`config.mk`:
```
export PLATFORM = sky130hd
export DESIGN_NAME = wave_run_ctrl_flat
export DESIGN_NICKNAME = d
export VERILOG_FILES = /design/src/rtl/wave_run_ctrl_if.sv /design/src/rtl/wave_run_ctrl.sv /design/src/flat_wrapper.sv
export SDC_FILE = /design/constraint.sdc
export NUM_CORES = 1
export LEC_CHECK = 0
export ABC_CLOCK_PERIOD_IN_PS = 7000
export CAP_MARGIN = 5
export CORE_MARGIN = 3
export CORE_UTILIZATION = 59
export DETAILED_ROUTE_END_ITERATION = 16
export PLACE_DENSITY = 0.89
export SYNTH_ARGS = -nofsm -noshare
export SYNTH_HDL_FRONTEND = slang
export SYNTH_SLANG_ARGS = --single-unit
export TNS_END_PERCENT = 1
```
`constraint.sdc`:
```
create_clock -name iCLK -period 7 [get_ports iCLK]
set_input_delay 2.1 -clock iCLK [delete_from_list [all_inputs] [get_ports iCLK]]
set_output_delay 2.1 -clock iCLK [all_outputs]
set_load 0.02 [all_outputs]
```
`src/rtl/wave_run_ctrl_if.sv`:
```
// Signal bundle between the RS232 command decoder side and the playback run-state
// sequencer. The decoder drives command levels; the sequencer drives the time base.
interface wave_run_ctrl_if #(
   parameter int BIT_NUM = 32
) ();

   // iPERIOD is qualified by iPERIOD_STB. The word must stay stable while the strobe is
   // high and until the sequencer samples it on the synchronised rising edge. All
   // command inputs and iTRIG are levels, and each one acts once per rising edge.
   logic               iCMD_ARM;
   logic               iCMD_TO_INIT;
   logic               iCMD_RESET_TIME;
   logic               iCMD_RESET_DEV;
   logic               iPERIOD_STB;
   logic [BIT_NUM-1:0] iPERIOD;
   logic               iTRIG;
   logic               iREPEAT;

   logic [BIT_NUM-1:0] oTIME;
   logic               oTICK;
   logic [1:0]         oSTATE;
   logic               oARMED;
   logic               oRUNNING;
   logic               oDONE;
   logic               oLOAD_INIT;
   logic               oWRAP;
   logic               oDEV_RST;
   logic [BIT_NUM-1:0] oPERIOD;

   modport master (
      output iCMD_ARM, iCMD_TO_INIT, iCMD_RESET_TIME, iCMD_RESET_DEV,
      output iPERIOD_STB, iPERIOD, iTRIG, iREPEAT,
      input  oTIME, oTICK, oSTATE, oARMED, oRUNNING, oDONE,
      input  oLOAD_INIT, oWRAP, oDEV_RST, oPERIOD
   );

   modport slave (
      input  iCMD_ARM, iCMD_TO_INIT, iCMD_RESET_TIME, iCMD_RESET_DEV,
      input  iPERIOD_STB, iPERIOD, iTRIG, iREPEAT,
      output oTIME, oTICK, oSTATE, oARMED, oRUNNING, oDONE,
      output oLOAD_INIT, oWRAP, oDEV_RST, oPERIOD
   );

endinterface

```
`src/rtl/wave_run_ctrl.sv`:
```
// Playback run-state sequencer: resynchronises decoder commands and owns the global
// time base (arm, trigger, prescaled counting, wrap/stop, return-to-init, soft reset).
module wave_run_ctrl #(
   parameter int BIT_NUM     = 32,
   parameter int PRESCALE    = 50,
   parameter int SYNC_STAGES = 2
) (
   input  logic           iCLK,
   input  logic           iNRST,
   wave_run_ctrl_if.slave bus
);

   localparam int NEDGE     = 6;
   localparam int IDX_ARM   = 0;
   localparam int IDX_INIT  = 1;
   localparam int IDX_RTIME = 2;
   localparam int IDX_RDEV  = 3;
   localparam int IDX_STB   = 4;
   localparam int IDX_TRIG  = 5;
   localparam int IDX_REP   = 6;
   localparam int PS_W      = (PRESCALE > 1) ? $clog2(PRESCALE) : 1;
   localparam logic [PS_W-1:0] PS_LAST = PS_W'(PRESCALE - 1);

   typedef enum logic [1:0] {
      IDLE  = 2'd0,
      ARMED = 2'd1,
      RUN   = 2'd2,
      DONE  = 2'd3
   } runStateT;

   logic [NEDGE:0]     asyncIn;
   logic [NEDGE:0]     syncQ [SYNC_STAGES];
   logic [NEDGE:0]     syncLast;
   logic [NEDGE-1:0]   prevQ;
   logic [NEDGE-1:0]   rise;
   logic               repeatS;

   runStateT           stateQ, stateD;
   logic [BIT_NUM-1:0] timeQ, timeD;
   logic [BIT_NUM-1:0] periodQ, periodD;
   logic [BIT_NUM-1:0] pendQ, pendD;
   logic [PS_W-1:0]    prescQ, prescD;
   logic               tickQ, tickD;
   logic               wrapQ, wrapD;
   logic               loadInitQ, loadInitD;
   logic               devRstQ, devRstD;
   logic               lastPresc;
   logic               endOfPeriod;

   assign asyncIn = {bus.iREPEAT, bus.iTRIG, bus.iPERIOD_STB, bus.iCMD_RESET_DEV,
                     bus.iCMD_RESET_TIME, bus.iCMD_TO_INIT, bus.iCMD_ARM};

   // The synchroniser and edge history survive a soft device reset so that a command
   // level still held high after RESET_DEV cannot fire a second time.
   always_ff @(posedge iCLK or negedge iNRST) begin
      if (!iNRST) begin
         for (int i = 0; i < SYNC_STAGES; i++) syncQ[i] <= '0;
         prevQ <= '0;
      end else begin
         syncQ[0] <= asyncIn;
         for (int i = 1; i < SYNC_STAGES; i++) syncQ[i] <= syncQ[i-1];
         prevQ <= syncLast[NEDGE-1:0];
      end
   end

   assign syncLast = syncQ[SYNC_STAGES-1];
   assign rise     = syncLast[NEDGE-1:0] & ~prevQ;
   assign repeatS  = syncLast[IDX_REP];

   assign lastPresc   = (prescQ == PS_LAST);
   assign endOfPeriod = (periodQ != '0) && (timeQ == periodQ - BIT_NUM'(1));

   always_ff @(posedge iCLK or negedge iNRST) begin
      if (!iNRST) stateQ <= IDLE;
      else        stateQ <= stateD;
   end

   always_ff @(posedge iCLK or negedge iNRST) begin
      if (!iNRST) begin
         timeQ     <= '0;
         periodQ   <= '0;
         pendQ     <= '0;
         prescQ    <= '0;
         tickQ     <= 1'b0;
         wrapQ     <= 1'b0;
         loadInitQ <= 1'b0;
         devRstQ   <= 1'b0;
      end else begin
         timeQ     <= timeD;
         periodQ   <= periodD;
         pendQ     <= pendD;
         prescQ    <= prescD;
         tickQ     <= tickD;
         wrapQ     <= wrapD;
         loadInitQ <= loadInitD;
         devRstQ   <= devRstD;
      end
   end

   always_comb begin
      stateD    = stateQ;
      timeD     = timeQ;
      periodD   = periodQ;
      pendD     = pendQ;
      prescD    = prescQ;
      tickD     = 1'b0;
      wrapD     = 1'b0;
      loadInitD = 1'b0;
      devRstD   = 1'b0;

      // A new period goes live at once unless it would disturb a period in progress.
      if (rise[IDX_STB]) begin
         pendD = bus.iPERIOD;
         if (stateQ != RUN) periodD = bus.iPERIOD;
      end

      if (rise[IDX_RDEV]) begin
         stateD  = IDLE;
         timeD   = '0;
         periodD = '0;
         pendD   = '0;
         prescD  = '0;
         devRstD = 1'b1;
      end else if (rise[IDX_INIT]) begin
         stateD    = IDLE;
         timeD     = '0;
         prescD    = '0;
         loadInitD = 1'b1;
      end else if (rise[IDX_RTIME]) begin
         timeD  = '0;
         prescD = '0;
      end else if (rise[IDX_ARM] && (stateQ == IDLE || stateQ == DONE)) begin
         stateD = ARMED;
         timeD  = '0;
         prescD = '0;
      end else if (rise[IDX_TRIG] && stateQ == ARMED) begin
         stateD  = RUN;
         timeD   = '0;
         prescD  = '0;
         periodD = pendD;
      end else begin
         case (stateQ)
            IDLE, ARMED: begin
               timeD  = '0;
               prescD = '0;
            end
            RUN: begin
               if (!lastPresc) begin
                  prescD = prescQ + PS_W'(1);
               end else begin
                  prescD = '0;
                  if (endOfPeriod) begin
                     if (repeatS) begin
                        timeD   = '0;
                        tickD   = 1'b1;
                        wrapD   = 1'b1;
                        periodD = pendD;
                     end else begin
                        stateD = DONE;
                     end
                  end else begin
                     // Free-run (period 0) rolls over naturally; flag that rollover.
                     timeD = timeQ + BIT_NUM'(1);
                     tickD = 1'b1;
                     wrapD = (timeQ == '1);
                  end
               end
            end
            default: begin
               prescD = '0;
            end
         endcase
      end
   end

   assign bus.oTIME      = timeQ;
   assign bus.oTICK      = tickQ;
   assign bus.oSTATE     = stateQ;
   assign bus.oARMED     = (stateQ == ARMED);
   assign bus.oRUNNING   = (stateQ == RUN);
   assign bus.oDONE      = (stateQ == DONE);
   assign bus.oLOAD_INIT = loadInitQ;
   assign bus.oWRAP      = wrapQ;
   assign bus.oDEV_RST   = devRstQ;
   assign bus.oPERIOD    = periodQ;

endmodule

```
`src/flat_wrapper.sv`:
```
// flat-port wrapper written by rule: the top's interface ports become plain ports
module wave_run_ctrl_flat 
#(
   parameter int BIT_NUM     = 32,
   parameter int PRESCALE    = 50,
   parameter int SYNC_STAGES = 2
)
  (iCLK, iNRST, bus_iCMD_ARM, bus_iCMD_TO_INIT, bus_iCMD_RESET_TIME, bus_iCMD_RESET_DEV, bus_iPERIOD_STB, bus_iPERIOD, bus_iTRIG, bus_iREPEAT, bus_oTIME, bus_oTICK, bus_oSTATE, bus_oARMED, bus_oRUNNING, bus_oDONE, bus_oLOAD_INIT, bus_oWRAP, bus_oDEV_RST, bus_oPERIOD);
  wave_run_ctrl_if #(.BIT_NUM(BIT_NUM)) bus_i ();
  input  logic iCLK;
  input  logic iNRST;
  input wire logic [$bits(bus_i.iCMD_ARM)-1:0] bus_iCMD_ARM;
  input wire logic [$bits(bus_i.iCMD_TO_INIT)-1:0] bus_iCMD_TO_INIT;
  input wire logic [$bits(bus_i.iCMD_RESET_TIME)-1:0] bus_iCMD_RESET_TIME;
  input wire logic [$bits(bus_i.iCMD_RESET_DEV)-1:0] bus_iCMD_RESET_DEV;
  input wire logic [$bits(bus_i.iPERIOD_STB)-1:0] bus_iPERIOD_STB;
  input wire logic [$bits(bus_i.iPERIOD)-1:0] bus_iPERIOD;
  input wire logic [$bits(bus_i.iTRIG)-1:0] bus_iTRIG;
  input wire logic [$bits(bus_i.iREPEAT)-1:0] bus_iREPEAT;
  output wire logic [$bits(bus_i.oTIME)-1:0] bus_oTIME;
  output wire logic [$bits(bus_i.oTICK)-1:0] bus_oTICK;
  output wire logic [$bits(bus_i.oSTATE)-1:0] bus_oSTATE;
  output wire logic [$bits(bus_i.oARMED)-1:0] bus_oARMED;
  output wire logic [$bits(bus_i.oRUNNING)-1:0] bus_oRUNNING;
  output wire logic [$bits(bus_i.oDONE)-1:0] bus_oDONE;
  output wire logic [$bits(bus_i.oLOAD_INIT)-1:0] bus_oLOAD_INIT;
  output wire logic [$bits(bus_i.oWRAP)-1:0] bus_oWRAP;
  output wire logic [$bits(bus_i.oDEV_RST)-1:0] bus_oDEV_RST;
  output wire logic [$bits(bus_i.oPERIOD)-1:0] bus_oPERIOD;
  assign bus_i.iCMD_ARM = bus_iCMD_ARM;
  assign bus_i.iCMD_TO_INIT = bus_iCMD_TO_INIT;
  assign bus_i.iCMD_RESET_TIME = bus_iCMD_RESET_TIME;
  assign bus_i.iCMD_RESET_DEV = bus_iCMD_RESET_DEV;
  assign bus_i.iPERIOD_STB = bus_iPERIOD_STB;
  assign bus_i.iPERIOD = bus_iPERIOD;
  assign bus_i.iTRIG = bus_iTRIG;
  assign bus_i.iREPEAT = bus_iREPEAT;
  assign bus_oTIME = bus_i.oTIME;
  assign bus_oTICK = bus_i.oTICK;
  assign bus_oSTATE = bus_i.oSTATE;
  assign bus_oARMED = bus_i.oARMED;
  assign bus_oRUNNING = bus_i.oRUNNING;
  assign bus_oDONE = bus_i.oDONE;
  assign bus_oLOAD_INIT = bus_i.oLOAD_INIT;
  assign bus_oWRAP = bus_i.oWRAP;
  assign bus_oDEV_RST = bus_i.oDEV_RST;
  assign bus_oPERIOD = bus_i.oPERIOD;
  wave_run_ctrl #(.BIT_NUM(BIT_NUM), .PRESCALE(PRESCALE), .SYNC_STAGES(SYNC_STAGES)) u_core (.iCLK(iCLK), .iNRST(iNRST), .bus(bus_i));
endmodule
```
==> results of run 1 <==
==> logic make-up after synthesis <==
family | share of synthesized area
and+or+nand+nor | 0.253
adders and majority gates | 0.0135
xor gates and xnor gates | 0.0473
muxes | 0.0681
DFF | 0.432
buffers and inverters | 0.0395
AOI/OAI and AO/OA | 0.146
==> synthesized netlist by cell type (5+ instances only) <==
cell type / number
and2_1: 6
a21oi_1: 94
a21o_1: 21
or3_1: 32
and3_1: 9
or2_2: 5
nor3_1: 23
ha_1: 8
inv_1: 15
nand2_1: 181
or4_1: 13
nand4_1: 15
clkbuf_1: 41
xor2_1: 16
nand3_1: 27
dfrtp_1: 128
nand2b_1: 7
o21ai_0: 14
xnor2_1: 24
buf_2: 6
mux2_4: 30
nor4_1: 11
nor2_1: 33
o211ai_1: 9
buf_1: 5
==> metrics by stage <==
stage / utilization / std cells / setup WS (ns) / hold slack [ns] / power (mW)
6_report: 0.764 / 1110 / 2.12 / 0.351 / 2.25
5_1_grt: 0.764 / 1110 / 1.73 / 0.352 / 2.33
4_1_cts: 0.764 / 1110 / 2.15 / 0.348 / 2.25
3_5_place_dp: 0.706 / 1078 / 2.18 / 0.336 / 1.20
3_3_place_gp: 0.706 / 1078 / 2.30 / 0.334 / 1.20
2_1_floorplan: - / 843 / 2.76 / 0.331 / 1.06
==> final timing paths <==
path / endpoint / start / cells after the start
max in group asynchronous: u_core.bus.oPERIOD[9]$_DFF_PN0_ / iNRST / 2
worst max-delay path: u_core.bus.oPERIOD[0]$_DFF_PN0_ / u_core.bus.oPERIOD[0]$_DFF_PN0_ / 11
worst min register to register: u_core.syncLast[0]$_DFF_PN0_ / u_core.syncQ[7]$_DFF_PN0_ / 0
worst max register to register: u_core.bus.oPERIOD[0]$_DFF_PN0_ / u_core.bus.oPERIOD[0]$_DFF_PN0_ / 11
worst min-delay path: u_core.syncLast[0]$_DFF_PN0_ / u_core.syncQ[7]$_DFF_PN0_ / 0
min in group asynchronous: u_core.prescQ[0]$_DFF_PN0_ / iNRST / 1
==> metal layers <==
metal  global-route usage  up-vias  routed length (um)
li1                     -     3152                   -
met1                0.406     3274                8590
met2                0.476      325                9880
met3               0.0663       39                1520
met4               0.0960        0                 408
met5                    0        -                   0
==> power groups by stage <==
stage | clock network, mW | logic (mW) | registers, mW
floorplan | 0 | 0.213 | 0.849
global placement | 0 | 0.353 | 0.843
detailed placement | 0 | 0.357 | 0.846
CTS | 1.05 | 0.362 | 0.834
global route | 1.09 | 0.396 | 0.842
finish | 1.05 | 0.363 | 0.836
==> critical path: stages (launching register included) <==
cell and delay [ns]:
dfrtp_1 0.43, inv_1 0.08, ha_1 0.20, nor3b_1 0.78, nand4_1 0.37, xnor2_1 0.26, o311ai_0 0.14, a2111oi_1 0.40
nand4_1 0.35, or3_1 0.46, a221o_2 0.76, mux2_1 0.48
==> flip-flops by register name (all words and copies together), names as in the netlist <==
register	flops
u_core.pendQ	32
u_core.bus.oDEV_RST	1
u_core.bus.oLOAD_INIT	1
u_core.prevQ	6
u_core.syncQ	7
u_core.bus.oPERIOD	32
u_core.bus.oWRAP	1
u_core.bus.oTICK	1
u_core.bus.oSTATE	2
u_core.bus.oTIME	32
u_core.prescQ	6
u_core.syncLast	7
==> area by class of cell <==
cell class                 instances  area, sq um
tap                              168          210
clock buffer                      21          480
inverter                          15         56.3
timing repair buffer             122         1200
clock inverter                    11          224
multi-input combinational        645         3930
fill                             833         2870
sequential                       128         3200
==> results by group, run 1 <==
Synthesis
  • Asr flop ratio synth: 1.00
  • Yosys top cell by area: dfrtp_1
  • Top cells by area, synth: dfrtp_1 43%, nand2_1 9.2%, a21oi_1 6.4%
  • Warnings, synthesis: 0
  • Seq/Total Area, Yosys: 0.432
  • Avg Cell Area, Syn: 8.79 sq um
  • Synth Net Count: 892
  • Cells after synthesis: 843
  • Post-synth top flop: dfrtp_1
  • Synthesis-stage register bit count: 128
  • Post-synth EDFFs: 0
  • Netlist cell types: 62
  • Top-area cell type share of the netlist area: 0.432
  • Cell area after synthesis: 7410 sq um

CTS
  • Cts hold-fix bufs: 0
  • Post-CTS Resized: 0
  • Clock latency on the worst-skew pair: 0.43 ns
  • TritonCTS clock tree: done
  • Setup bufs post-CTS: 0
  • CTS Buf Count: 17
  • Clock buffer depth: 2
  • Clk sinks: 128
  • H-tree depth: 4
  • Root buffer cell: clkbuf_16
  • Clock-pin slew on the worst setup and hold paths: 0.06 ns

Routing
  • Vias: 6790
  • Initial DRC count: 666
  • Antenna viol nets, final: 0
  • DR DRC count: 0
  • Drt pass-1 iters: 7
  • Routed wire length: 20400 um
  • DR WL/cell: 18.4 um
  • Via/cell ratio: 6.12

Global route
  • GR Util All Layers: 0.298
  • Largest net degree at the start of global routing: 71
  • Initial antenna violation count: 0
  • Wire length of the first global-routing pass: 33500 um
  • Grt ovf: 0
  • Number of global-route vias before repair: 6447

Job
  • Max Cap Viol: 0

Timing
  • Clock skew: 0.00789 ns
  • Slew HR: 0.251
  • Setup TNS: 0 ns
  • Final Hold Viols: 0
  • Max Clk Rate: 0.205 GHz
  • # setup viols final: 0
  • Slew @ Worst Pin: 1.12 ns
  • Max-slew violations: 0
  • RSZ-0062 raised after global routing: no
  • Tcrit/Tclk final: 0.697
  • Final Critical Period: 4.88 ns

Floorplanning
  • Die area: 13900 sq um
  • Initial Util: 0.609
  • Die Ht: 118 um
  • Core Region: 12200 sq um
  • # IOs: 114
  • Row count: 40
  • Die W: 118 um

Finish
  • Layout Nets: 978
  • Commonest non-fill, non-tap cell in the layout: nand2_1
  • Inserted Diodes: 0
  • Layout cell share with drive strength beyond 1: 0.0902
  • Finished Cell Area: 9300 sq um
  • Most frequent cells in the layout: 181 x nand2_1, 128 x dfrtp_1, 112 x clkdlybuf4s50_1
  • Layout area overhead: 25.5%

Power and ir drop
  • Part of the power in registers: 0.372
  • Net Sw Power: 0.595 mW
  • Sw frac: 0.265
  • Gate power share: 0.161
  • P_leak: 3.99 nW
  • Worst vdd ir: 0.180 mV
  • Clock power frac: 0.467
  • Cell Int Power: 1.65 mW
  • Cell area power density: 242 nW/um^2

Setup path
  • Setup crit end kind: register
  • Reg2Reg Setup Slack: 2.12 ns
  • Worst Path Required: 7.31 ns
  • CP Max Fanout: 32
  • Startpoint Class: register
  • Crit path DAT: 5.19 ns
  • Setup CP Type: register to register

Placement
  • GP Congestion: 0.942
  • Area after DPL: 8590 sq um
  • IO buf count: 113
  • Detail Placement HPWL: 13500 um

Min path
  • Worst hold path class: register to register

Status
  • Status: finished clean
Power figures use the tool's default switching activity.
==> run 2, diff against run 1 <==
ABC_CLOCK_PERIOD_IN_PS = 4070   (was 7000)
CORE_UTILIZATION = 49   (was 59)
PLACE_DENSITY = 0.8   (was 0.89)
clock period = 4.07 ns   (was 7 ns; I/O delays follow)
==> run 2 against run 1 <==
Compared with the run above:
- final area grew 1.1%
- worst hold slack got worse by 0.0052 ns
- critical path depth shrank 1
- count of clock-buffer cells in the layout stayed put
- maximum frequency is 24% higher
==> results by group, run 2 (synthesis results as in run 1) <==
CTS
  • CTS Buf Count: 17 (unchanged)
  • Clock latency on the worst-skew pair: 0.42 ns (was 0.43 ns)
  • Root buffer cell: clkbuf_16 (unchanged)
  • H-tree depth: 4 (unchanged)
  • Clk sinks: 128 (unchanged)
  • Cts hold-fix bufs: 0 (unchanged)
  • TritonCTS clock tree: done (unchanged)
  • Clock-pin slew on the worst setup and hold paths: 0.06 ns (about the same)
  • Clock buffer depth: 2 (unchanged)

Finish
  • Most frequent cells in the layout: 181 x nand2_1, 125 x dfrtp_1, 112 x clkdlybuf4s50_1 (was 181 x nand2_1, 128 x dfrtp_1, 112 x clkdlybuf4s50_1)
  • Layout area overhead: 26.9% (was 25.5%)
  • Finished Cell Area: 9400 sq um (was 9300 sq um)
  • Inserted Diodes: 0 (unchanged)
  • Commonest non-fill, non-tap cell in the layout: nand2_1 (unchanged)
  • Layout Nets: 1004 (was 978)
  • Layout cell share with drive strength beyond 1: 0.118 (was 0.0902)

Routing
  • Vias: 6769 (was 6790)
  • Drt pass-1 iters: 5 (was 7)
  • Antenna viol nets, final: 0 (unchanged)
  • Initial DRC count: 712 (was 666)
  • Routed wire length: 20400 um (about the same)
  • DR WL/cell: 17.7 um (was 18.4 um)
  • DR DRC count: 0 (unchanged)
  • Via/cell ratio: 5.88 (was 6.12)

Timing
  • Max-slew violations: 0 (unchanged)
  • Final Critical Period: 3.92 ns (was 4.88 ns)
  • Slew HR: 0.486 (was 0.251)
  • Tcrit/Tclk final: 0.963 (was 0.697)
  • Clock skew: 0.0123 ns (was 0.00789 ns)
  • # setup viols final: 0 (unchanged)
  • Slew @ Worst Pin: 0.769 ns (was 1.12 ns)
  • Final Hold Viols: 0 (unchanged)
  • Max Clk Rate: 0.255 GHz (was 0.205 GHz)

Setup path
  • Cell Chain, Critical Path: or4_4 > or4_4 > nor2_1 > xnor2_1 > a2111oi_1 > nand4_1 > or3_1 > a221o_2 > buf_12 > mux2_1 (was inv_1 > ha_1 > nor3b_1 > nand4_1 > xnor2_1 > o311ai_0 > a2111oi_1 > nand4_1 > or3_1 > a221o_2 > mux2_1)
  • Critical path's top delay family: simple AND/OR/NAND/NOR gates (unchanged)
  • Slowest CP cell: or4_4 (was nor3b_1)
  • Buf/Inv on CP: 1 (unchanged)
  • Crit path DAT: 4.22 ns (was 5.19 ns)
  • Worst Path Required: 4.36 ns (was 7.31 ns)
  • CP dominant cell by count: or4_4 (was nand4_1)
  • Max stage delay on crit path: 0.61 ns (was 0.78 ns)
  • Setup CP Type: register to register (unchanged)
  • Startpoint Class: register (unchanged)
  • CP Max Fanout: 32 (unchanged)
  • Setup crit end kind: register (unchanged)

Floorplanning
  • Initial Util: 0.506 (was 0.609)
  • Die area: 16600 sq um (was 13900 sq um)
  • Die W: 129 um (was 118 um)
  • Die Ht: 129 um (was 118 um)
  • Core Region: 14600 sq um (was 12200 sq um)
  • # IOs: 114 (unchanged)
  • Row count: 44 (was 40)

Global route
  • Number of global-route vias before repair: 6548 (was 6447)
  • Initial antenna violation count: 0 (unchanged)
  • Grt ovf: 0 (unchanged)
  • Largest net degree at the start of global routing: 67 (was 71)
  • Wire length of the first global-routing pass: 33800 um (was 33500 um)
  • GR Util All Layers: 0.256 (was 0.298)

Power and ir drop
  • Worst vdd ir: 0.282 mV (was 0.180 mV)
  • Cell area power density: 375 nW/um^2 (was 242 nW/um^2)
  • Part of the power in registers: 0.400 (was 0.372)
  • Sw frac: 0.286 (was 0.265)
  • P_leak: 4.03 nW (was 3.99 nW)
  • Total power: 3.52 mW (was 2.25 mW)
  • Net Sw Power: 1.01 mW (was 0.595 mW)
  • Clock power frac: 0.396 (was 0.467)
  • Cell Int Power: 2.52 mW (was 1.65 mW)
  • Gate power share: 0.203 (was 0.161)

Placement
  • Area after DPL: 8850 sq um (was 8590 sq um)
  • GP Congestion: 0.901 (was 0.942)
  • Detail Placement HPWL: 14000 um (was 13500 um)
  • IO buf count: 113 (unchanged)

Min path
  • Worst hold path class: register to register (unchanged)

Job
  • Max Cap Viol: 0 (unchanged)

Status
  • Status: finished clean (unchanged)
[run 2: metrics by stage]
stage | utilization | hold WS (ns) | cells | TNS (ns) | setup WS, ns
finish | 0.642 | 0.346 | 1151 | 0 | 0.149
global route | 0.642 | 0.353 | 1151 | -0.000612 | -0.000612
CTS | 0.642 | 0.347 | 1151 | 0 | 0.170
detailed placement | 0.605 | 0.336 | 1120 | 0 | 0.196
global placement | 0.605 | 0.335 | 1120 | 0 | 0.249
floorplan | - | 0.331 | 843 | -0.534 | -0.0190
[run 2: worst paths after layout]
kind / slack [ns] / endpoint / cells past startpoint / start
setup / recovery: 0.15 / u_core.bus.oPERIOD[0]$_DFF_PN0_ / 10 / u_core.bus.oPERIOD[5]$_DFF_PN0_
max in group asynchronous: 2.48 / u_core.bus.oPERIOD[4]$_DFF_PN0_ / 2 / iNRST
hold reg to reg: 0.35 / u_core.syncLast[3]$_DFF_PN0_ / 0 / u_core.syncQ[10]$_DFF_PN0_
setup reg to reg: 0.15 / u_core.bus.oPERIOD[0]$_DFF_PN0_ / 10 / u_core.bus.oPERIOD[5]$_DFF_PN0_
min in group asynchronous: 0.83 / u_core.prevQ[3]$_DFF_PN0_ / 1 / iNRST
hold / removal: 0.35 / u_core.syncLast[3]$_DFF_PN0_ / 0 / u_core.syncQ[10]$_DFF_PN0_
[run 2: layout make-up]
class	instances	area, sq um
Clock inverter	10	91.3
Clock buffer	21	450
Sequential cell	128	3210
Fill cell	1220	5240
Timing Repair Buffer	148	1420
Tap cell	184	230
Multi-Input combinational cell	645	3950
Inverter	15	56.3
[run 2: routing by layer]
metal	up-vias	GRT usage	share of wire
met5	-	0	0
met4	0	0.0821	0.017
met3	28	0.0515	0.068
met2	269	0.402	0.47
met1	3274	0.358	0.44
li1	3198	-	-
[run 2: timing repair]
action / CTS / global route
endpoints found under the setup margin: 0 / 53
setup buffers: 0 / 0
endpoints found under the hold margin: 0 / 0
gates resized for setup: 0 / 1
[run 2: power by group through the flow]
stage	Sequential, mW	Combinational [mW]	Clock, mW
after floorplan	1.46	0.385	0
after global placement	1.43	0.693	0
after detailed placement	1.43	0.704	0
after CTS	1.41	0.713	1.42
after global routing	1.42	0.782	1.48
final	1.41	0.716	1.40
